--- config.mk ---
export PLATFORM = sky130hd
export DESIGN_NAME = sc_match_queue
export DESIGN_NICKNAME = d
export VERILOG_FILES = /design/src/rtl/sc_match_pkg.sv /design/src/rtl/sc_match_fifo.sv /design/src/rtl/sc_match_queue.sv
export SDC_FILE = /design/constraint.sdc
export NUM_CORES = 2
export LEC_CHECK = 0
export BUFFER_PORTS_ARGS = -buffer_cell sky130_fd_sc_hd__buf_2
export CORE_MARGIN = 3
export CORE_UTILIZATION = 30
export CTS_BUF_LIST = sky130_fd_sc_hd__clkbuf_4 sky130_fd_sc_hd__clkbuf_8 sky130_fd_sc_hd__clkbuf_16
export DETAILED_ROUTE_END_ITERATION = 7
export PLACE_DENSITY = 0.47
export SLEW_MARGIN = 20
export SYNTH_ARGS = -nofsm -noshare
export SYNTH_HDL_FRONTEND = slang
export SYNTH_HIERARCHICAL = 1
export SYNTH_SLANG_ARGS = --single-unit
export TNS_END_PERCENT = 100
--- constraint.sdc ---
create_clock -name clk -period 37.9 [get_ports clk]
set_input_delay 7.58 -clock clk [delete_from_list [all_inputs] [get_ports clk]]
set_output_delay 7.58 -clock clk [all_outputs]
set_load 0.05 [all_outputs]
--- src/rtl/sc_match_pkg.sv ---
// sc_match_pkg: shared constants and queue-entry layout for the note-match
// scoring path. Consumers of the match queue reuse match_entry_t to unpack
// {ch, dt} words coming off the FIFO.
//   N_CH_DEF    default number of note channels
//   TW_DEF      default song-time / dt width
//   CH_W_DEF    channel index width for the default channel count
//   ENTRY_W_DEF width of one packed {ch, dt} entry
package sc_match_pkg;

  localparam int N_CH_DEF    = 37;
  localparam int TW_DEF      = 16;
  localparam int CH_W_DEF    = $clog2(N_CH_DEF);
  localparam int ENTRY_W_DEF = CH_W_DEF + TW_DEF;

  // Channel in the upper bits, signed dt in the lower bits.
  typedef struct packed {
    logic [CH_W_DEF-1:0]      ch;
    logic signed [TW_DEF-1:0] dt;
  } match_entry_t;

endpackage

--- src/rtl/sc_match_fifo.sv ---
// sc_match_fifo: first-word-fall-through FIFO for scored match entries.
//   clk, rst   clock and synchronous active-high reset
//   push       write push_data (accepted when not full, or full with pop)
//   push_data  entry to enqueue
//   pop        remove the head entry (ignored when empty)
//   rd_data    head entry, zero while empty
//   valid      FIFO holds at least one entry
//   full       FIFO holds DEPTH entries
//   count      number of entries held
module sc_match_fifo
  import sc_match_pkg::*;
#(
  parameter  int W     = ENTRY_W_DEF,
  parameter  int DEPTH = 8,
  localparam int AW    = $clog2(DEPTH),
  localparam int CW    = AW + 1
) (
  input  logic          clk,
  input  logic          rst,
  input  logic          push,
  input  logic [W-1:0]  push_data,
  input  logic          pop,
  output logic [W-1:0]  rd_data,
  output logic          valid,
  output logic          full,
  output logic [CW-1:0] count
);

  logic [W-1:0]  mem_q [DEPTH];
  logic [W-1:0]  mem_d [DEPTH];
  logic [AW-1:0] wr_ptr_q, wr_ptr_d;
  logic [AW-1:0] rd_ptr_q, rd_ptr_d;
  logic [CW-1:0] count_q, count_d;
  logic          do_push, do_pop;

  assign valid   = (count_q != '0);
  assign full    = (count_q == CW'(DEPTH));
  assign count   = count_q;
  // Head is gated so an empty FIFO presents all-zero data.
  assign rd_data = valid ? mem_q[rd_ptr_q] : '0;

  assign do_pop  = pop && valid;
  assign do_push = push && (!full || do_pop);

  always_comb begin
    mem_d    = mem_q;
    wr_ptr_d = wr_ptr_q;
    rd_ptr_d = rd_ptr_q;
    if (do_push) begin
      mem_d[wr_ptr_q] = push_data;
      wr_ptr_d        = wr_ptr_q + AW'(1);
    end
    if (do_pop) begin
      rd_ptr_d = rd_ptr_q + AW'(1);
    end
    count_d = count_q + CW'(do_push) - CW'(do_pop);
  end

  always_ff @(posedge clk) begin
    if (rst) begin
      wr_ptr_q <= '0;
      rd_ptr_q <= '0;
      count_q  <= '0;
    end else begin
      wr_ptr_q <= wr_ptr_d;
      rd_ptr_q <= rd_ptr_d;
      count_q  <= count_d;
    end
  end

  // Storage needs no reset: nothing is readable until count is non-zero.
  always_ff @(posedge clk) begin
    mem_q <= mem_d;
  end

endmodule

--- src/rtl/sc_match_queue.sv ---
// sc_match_queue: captures per-channel note-match strobes, scores each one as
// a saturated signed dt = song_time - match_time, and funnels them through a
// round-robin arbiter into an output FIFO.
//   clk, rst       clock and synchronous active-high reset
//   song_time      current song time
//   match_trigger  per-channel one-cycle match strobe
//   match_time     per-channel note time, channel i at [i*TW +: TW]
//   out_valid      FIFO head holds a scored match
//   out_ready      consumer accepts the head entry
//   out_dt, out_ch signed dt and channel of the head entry
//   fifo_level     entries held in the output FIFO
//   drop_count     saturating count of lost matches
//   overflow       sticky flag, at least one match lost
//   clear_stats    zeroes drop_count and overflow
//
// Output handshake: an entry transfers on a rising edge where out_valid and
// out_ready are both high; while out_valid is high and out_ready is low the
// head entry (out_dt, out_ch) stays unchanged.
module sc_match_queue
  import sc_match_pkg::*;
#(
  parameter  int N_CH  = N_CH_DEF,
  parameter  int TW    = TW_DEF,
  parameter  int DEPTH = 8,
  parameter  int CNT_W = 8,
  localparam int CH_W  = $clog2(N_CH),
  localparam int LVL_W = $clog2(DEPTH) + 1
) (
  input  logic               clk,
  input  logic               rst,
  input  logic [TW-1:0]      song_time,
  input  logic [N_CH-1:0]    match_trigger,
  input  logic [N_CH*TW-1:0] match_time,
  output logic               out_valid,
  input  logic               out_ready,
  output logic [TW-1:0]      out_dt,
  output logic [CH_W-1:0]    out_ch,
  output logic [LVL_W-1:0]   fifo_level,
  output logic [CNT_W-1:0]   drop_count,
  output logic               overflow,
  input  logic               clear_stats
);

  localparam int EW    = CH_W + TW;
  localparam int DN_W  = CH_W + 1;        // holds up to N_CH drops per cycle
  localparam int SUM_W = CNT_W + DN_W;

  // Difference in TW+1 bits; the top two bits disagree exactly when the
  // result does not fit in a TW-bit signed value.
  function automatic logic [TW-1:0] sat_dt(input logic [TW-1:0] st,
                                           input logic [TW-1:0] mt);
    logic [TW:0] diff;
    diff = {1'b0, st} - {1'b0, mt};
    if (diff[TW] != diff[TW-1]) begin
      sat_dt = diff[TW] ? {1'b1, {(TW-1){1'b0}}} : {1'b0, {(TW-1){1'b1}}};
    end else begin
      sat_dt = diff[TW-1:0];
    end
  endfunction

  function automatic logic [CH_W-1:0] rr_index(input logic [CH_W-1:0] base,
                                               input int k);
    int s;
    s = int'(base) + k;
    if (s >= N_CH) s = s - N_CH;
    return CH_W'(s);
  endfunction

  logic [N_CH-1:0]  pending_q, pending_d;
  logic [TW-1:0]    dt_q [N_CH];
  logic [TW-1:0]    dt_d [N_CH];
  logic [CH_W-1:0]  rr_ptr_q, rr_ptr_d;
  logic [CNT_W-1:0] drop_count_q, drop_count_d;
  logic             overflow_q, overflow_d;

  logic             grant_found, grant, pop;
  logic [CH_W-1:0]  grant_idx, cand;
  logic [DN_W-1:0]  drop_num;
  logic [SUM_W-1:0] drop_sum;
  logic             fifo_full, fifo_valid;
  logic [EW-1:0]    fifo_rd_data, push_data;

  // Round-robin search: first pending channel at or above rr_ptr, wrapping.
  always_comb begin
    grant_found = 1'b0;
    grant_idx   = '0;
    cand        = '0;
    for (int k = 0; k < N_CH; k++) begin
      cand = rr_index(rr_ptr_q, k);
      if (!grant_found && pending_q[cand]) begin
        grant_found = 1'b1;
        grant_idx   = cand;
      end
    end
  end

  assign pop       = fifo_valid && out_ready;
  // A full FIFO still takes a grant when the head leaves in the same cycle.
  assign grant     = grant_found && (!fifo_full || pop);
  assign push_data = {grant_idx, dt_q[grant_idx]};

  // Capture: a channel being granted this cycle frees its slot, so a new
  // strobe on it is taken as fresh pending work rather than a drop.
  always_comb begin
    pending_d = pending_q;
    dt_d      = dt_q;
    drop_num  = '0;
    for (int i = 0; i < N_CH; i++) begin
      if (match_trigger[i]) begin
        if (!pending_q[i] || (grant && grant_idx == CH_W'(i))) begin
          pending_d[i] = 1'b1;
          dt_d[i]      = sat_dt(song_time, match_time[i*TW +: TW]);
        end else begin
          drop_num = drop_num + DN_W'(1);
        end
      end else if (grant && grant_idx == CH_W'(i)) begin
        pending_d[i] = 1'b0;
      end
    end
  end

  always_comb begin
    rr_ptr_d = rr_ptr_q;
    if (grant) begin
      rr_ptr_d = (grant_idx == CH_W'(N_CH - 1)) ? '0 : grant_idx + CH_W'(1);
    end
  end

  // Statistics: clear wins over any drop in the same cycle.
  always_comb begin
    drop_sum = SUM_W'(drop_count_q) + SUM_W'(drop_num);
    if (clear_stats) begin
      drop_count_d = '0;
      overflow_d   = 1'b0;
    end else begin
      drop_count_d = (drop_sum > SUM_W'({CNT_W{1'b1}})) ? '1 : drop_sum[CNT_W-1:0];
      overflow_d   = overflow_q | (drop_num != '0);
    end
  end

  always_ff @(posedge clk) begin
    if (rst) begin
      pending_q    <= '0;
      rr_ptr_q     <= '0;
      drop_count_q <= '0;
      overflow_q   <= 1'b0;
    end else begin
      pending_q    <= pending_d;
      rr_ptr_q     <= rr_ptr_d;
      drop_count_q <= drop_count_d;
      overflow_q   <= overflow_d;
    end
  end

  // dt slots are only meaningful while their pending bit is set.
  always_ff @(posedge clk) begin
    dt_q <= dt_d;
  end

  sc_match_fifo #(
    .W     (EW),
    .DEPTH (DEPTH)
  ) u_fifo (
    .clk       (clk),
    .rst       (rst),
    .push      (grant),
    .push_data (push_data),
    .pop       (pop),
    .rd_data   (fifo_rd_data),
    .valid     (fifo_valid),
    .full      (fifo_full),
    .count     (fifo_level)
  );

  assign out_valid  = fifo_valid;
  assign out_ch     = fifo_rd_data[EW-1:TW];
  assign out_dt     = fifo_rd_data[TW-1:0];
  assign drop_count = drop_count_q;
  assign overflow   = overflow_q;

endmodule

==> results by group <==
Setup path
  • Kind of end point of the critical path: flip-flop
  • Worst Path Arrival: 35,140 ps
  • Critical path type: reg2reg
  • Critical Path Source Type: flip-flop
  • Slowest-stage cell, CP: a311oi_2
  • Worst EP required: between 30,000 and 40,000 ps
  • CP max FO: 36
  • Max stage delay on crit path: 1100 ps
  • Most used cell, CP: ha_1

Placed design
  • Placed Cells: 16.7k
  • PortBufs: just under 700
  • Gp weighted congestion: 1.13
  • DP Wirelength: around 500 mm
  • Post-place setup slack: 4260 ps

Yosys
  • #FFs+latches synth: 830
  • Post-synth EDFFs: 768
  • Synthesized area: 101,000 um2
  • Post-Synthesis Cells: 12.0k
  • Async SR Flop Fraction: 0%
  • Synth top cells by count: 1,086 x a21oi_1, 923 x nand2_1, 911 x a21o_1
  • Commonest register cell after synthesis: edfxtp_1
  • Synth area leaders: edfxtp_1 23%, ha_1 8.4%, a21o_1 6.8%
  • Yosys warnings: 6
  • Seq/Total Area, Yosys: 24.1%
  • Top-count cell post-synth: a21oi_1
  • Yosys cell types: 146
  • Top-area cell type share of the netlist area: 22.9%
  • Syn Nets: 13.3k
  • Synth Area per Inst: 8.43 um2
  • Yosys top cell by area: edfxtp_1

Timing
  • Setup TNS: 0 ps
  • Min cycle time layout: 34,530 ps
  • Slew HR: 8.86%
  • Clk_skew: 96.1 ps
  • Fmax: 29.0 MHz
  • Final Hold Vio Count: 0
  • Final setup viols: 0
  • Fin crit share: 91.1%
  • Worst Max-Slew Pin Slew: 1370 ps
  • Slew Limit Fails: 0
  • Unrepaired setup endpoints after global routing: no
  • Final Worst Setup Slack: about 3400 ps

GRT
  • Gr usage total: 35.5%
  • First-pass GRT wire length: ~850 mm
  • Largest net degree at the start of global routing: 146
  • Vias in the first global route: 99.3k
  • Grt total ovfl: 0
  • Antenna violations before repair: 134

Die
  • # rows: 212
  • Die area: 343,000 um2
  • I/O pin cnt: about 700
  • Starting Density: just over 30%
  • Core area: roughly 330,000 um2
  • Die W: a little under 600 um
  • Die Y-Extent: 586 um

Hold path
  • Hold Path Class: reg2reg

Route
  • Post-route ant nets: 0
  • DRT iter0 DRCs: 14.9k
  • Final WL: around 640 mm
  • First drt pass iteration count: 8
  • Post-route DRC: 9
  • Wire per inst: 37.5 um
  • Via count: 107k
  • Vias per cell: 6.34

Clock network
  • CTS tree: yes
  • Clk_lat worst skew: 750 ps
  • Total CTS buffers: between 90 and 100
  • CTS Sinks: 830
  • CTS Buffer Depth: 3
  • CTS H-tree lvls: 3
  • Post-CTS Setup Bufs: 0
  • Clock tree root driver cell: clkbuf_16
  • Worst-path clk slew: 60 ps
  • Cts hold-fix bufs: 0
  • CTS resizes: 0

Final layout
  • # fillers: 35.2k
  • FF/Latch Area: 24,400 um2
  • Non-filler instance count after layout: between 15k and 20k
  • Final nets: ~14k
  • Area of the multi-input gates: roughly 71,000 um2
  • Fraction of layout cells with a size suffix above 1: 14.5%
  • Area Overhead vs Synth: 12.8%

Run status
  • Status: finished, violations left
  • Failing checks: DRC

Run
  • Max-cap violation count: 0
## stage by stage
stage | utilization, % | hold WS (ps) | cell area [um2]
floorplan | - | 509 | 101000
global placement | 33.0 | 519 | 110000
detailed placement | 33.0 | 514 | 110000
CTS | 34.0 | 531 | 113000
global route | 34.0 | 548 | 114000
finish | 34.1 | 523 | 114000
## placed cells by master, fill, tap and decap left out, drive strengths merged, types with 173 or more instances in the layout
master	n
buf	1117
nand2	926
a211oi	242
edfxtp	768
nand3	434
nor3	261
mux2i	532
nor2b	173
ha	677
o211ai	175
a21o	911
inv	768
nor2	619
o21ai	525
a21oi	1098
xnor2	740
## flip-flops by register name, summed over array words and instances, names as in the netlist, 3 cells and up
signal,count
drop_count,8
u_fifo/rd_ptr_q,3
u_fifo/wr_ptr_q,3
u_fifo/mem_q,176
dt_q,592
pending_q,37
u_fifo/count,4
rr_ptr_q,6
## cells by family after synthesis
logic type	synth area share [%]
AOI/OAI and AO/OA	28.6
and+or+nand+nor	15.1
buffers and inverters	6.30
xor gates and xnor gates	8.20
DFF	24.1
muxes	8.48
adders and majority gates	9.19
## routing by layer
| metal | track usage [%] | share of wire (%) | vias up |
|---|---|---|---|
| li1 | - | - | 46000 |
| met1 | 44.7 | 40 | 52100 |
| met2 | 51.9 | 42 | 7245 |
| met3 | 11.6 | 11 | 2028 |
| met4 | 22.9 | 7.6 | 74 |
| met5 | 0.112 | 0.090 | - |
## critical path, delay by kind of cell (launching register included)
kind | cells | cell delay (ps)
AO/OA/AOI/OAI | 46 | 10890
XOR/XNOR | 15 | 2920
adder cells (fa/ha/maj) | 23 | 7810
buffers and inverters | 11 | 1800
flip-flops | 1 | 740
multiplexers | 4 | 1500
AND/OR/NAND/NOR | 43 | 8550
## path summary, 6_finish.rpt
check	startpoint	end	slack, ps	depth (start not counted)
setup / recovery	rr_ptr_q[2]$_SDFFE_PP0P_	drop_count[6]$_SDFF_PP0_	3370	142
hold / removal	u_fifo/rd_ptr_q[1]$_SDFFE_PP0P_	u_fifo/rd_ptr_q[1]$_SDFFE_PP0P_	520	2
setup reg to reg	rr_ptr_q[2]$_SDFFE_PP0P_	drop_count[6]$_SDFF_PP0_	3370	142
hold reg to reg	u_fifo/rd_ptr_q[1]$_SDFFE_PP0P_	u_fifo/rd_ptr_q[1]$_SDFFE_PP0P_	520	2
## final cells by class
class / count / share of cell area (%)
Tap cell: 4387 / 4.83
Multi-Input combinational cell: 9599 / 62.2
Inverter: 759 / 2.52
Timing Repair Buffer: 1117 / 5.99
Sequential cell: 830 / 21.4
Clock inverter: 73 / 0.760
Clock buffer: 104 / 2.14
Antenna cell: 87 / 0.191
Power is left out: the tool's default activity adds up to more than one toggle a clock period on the data nets, which glitch-free logic cannot reach.
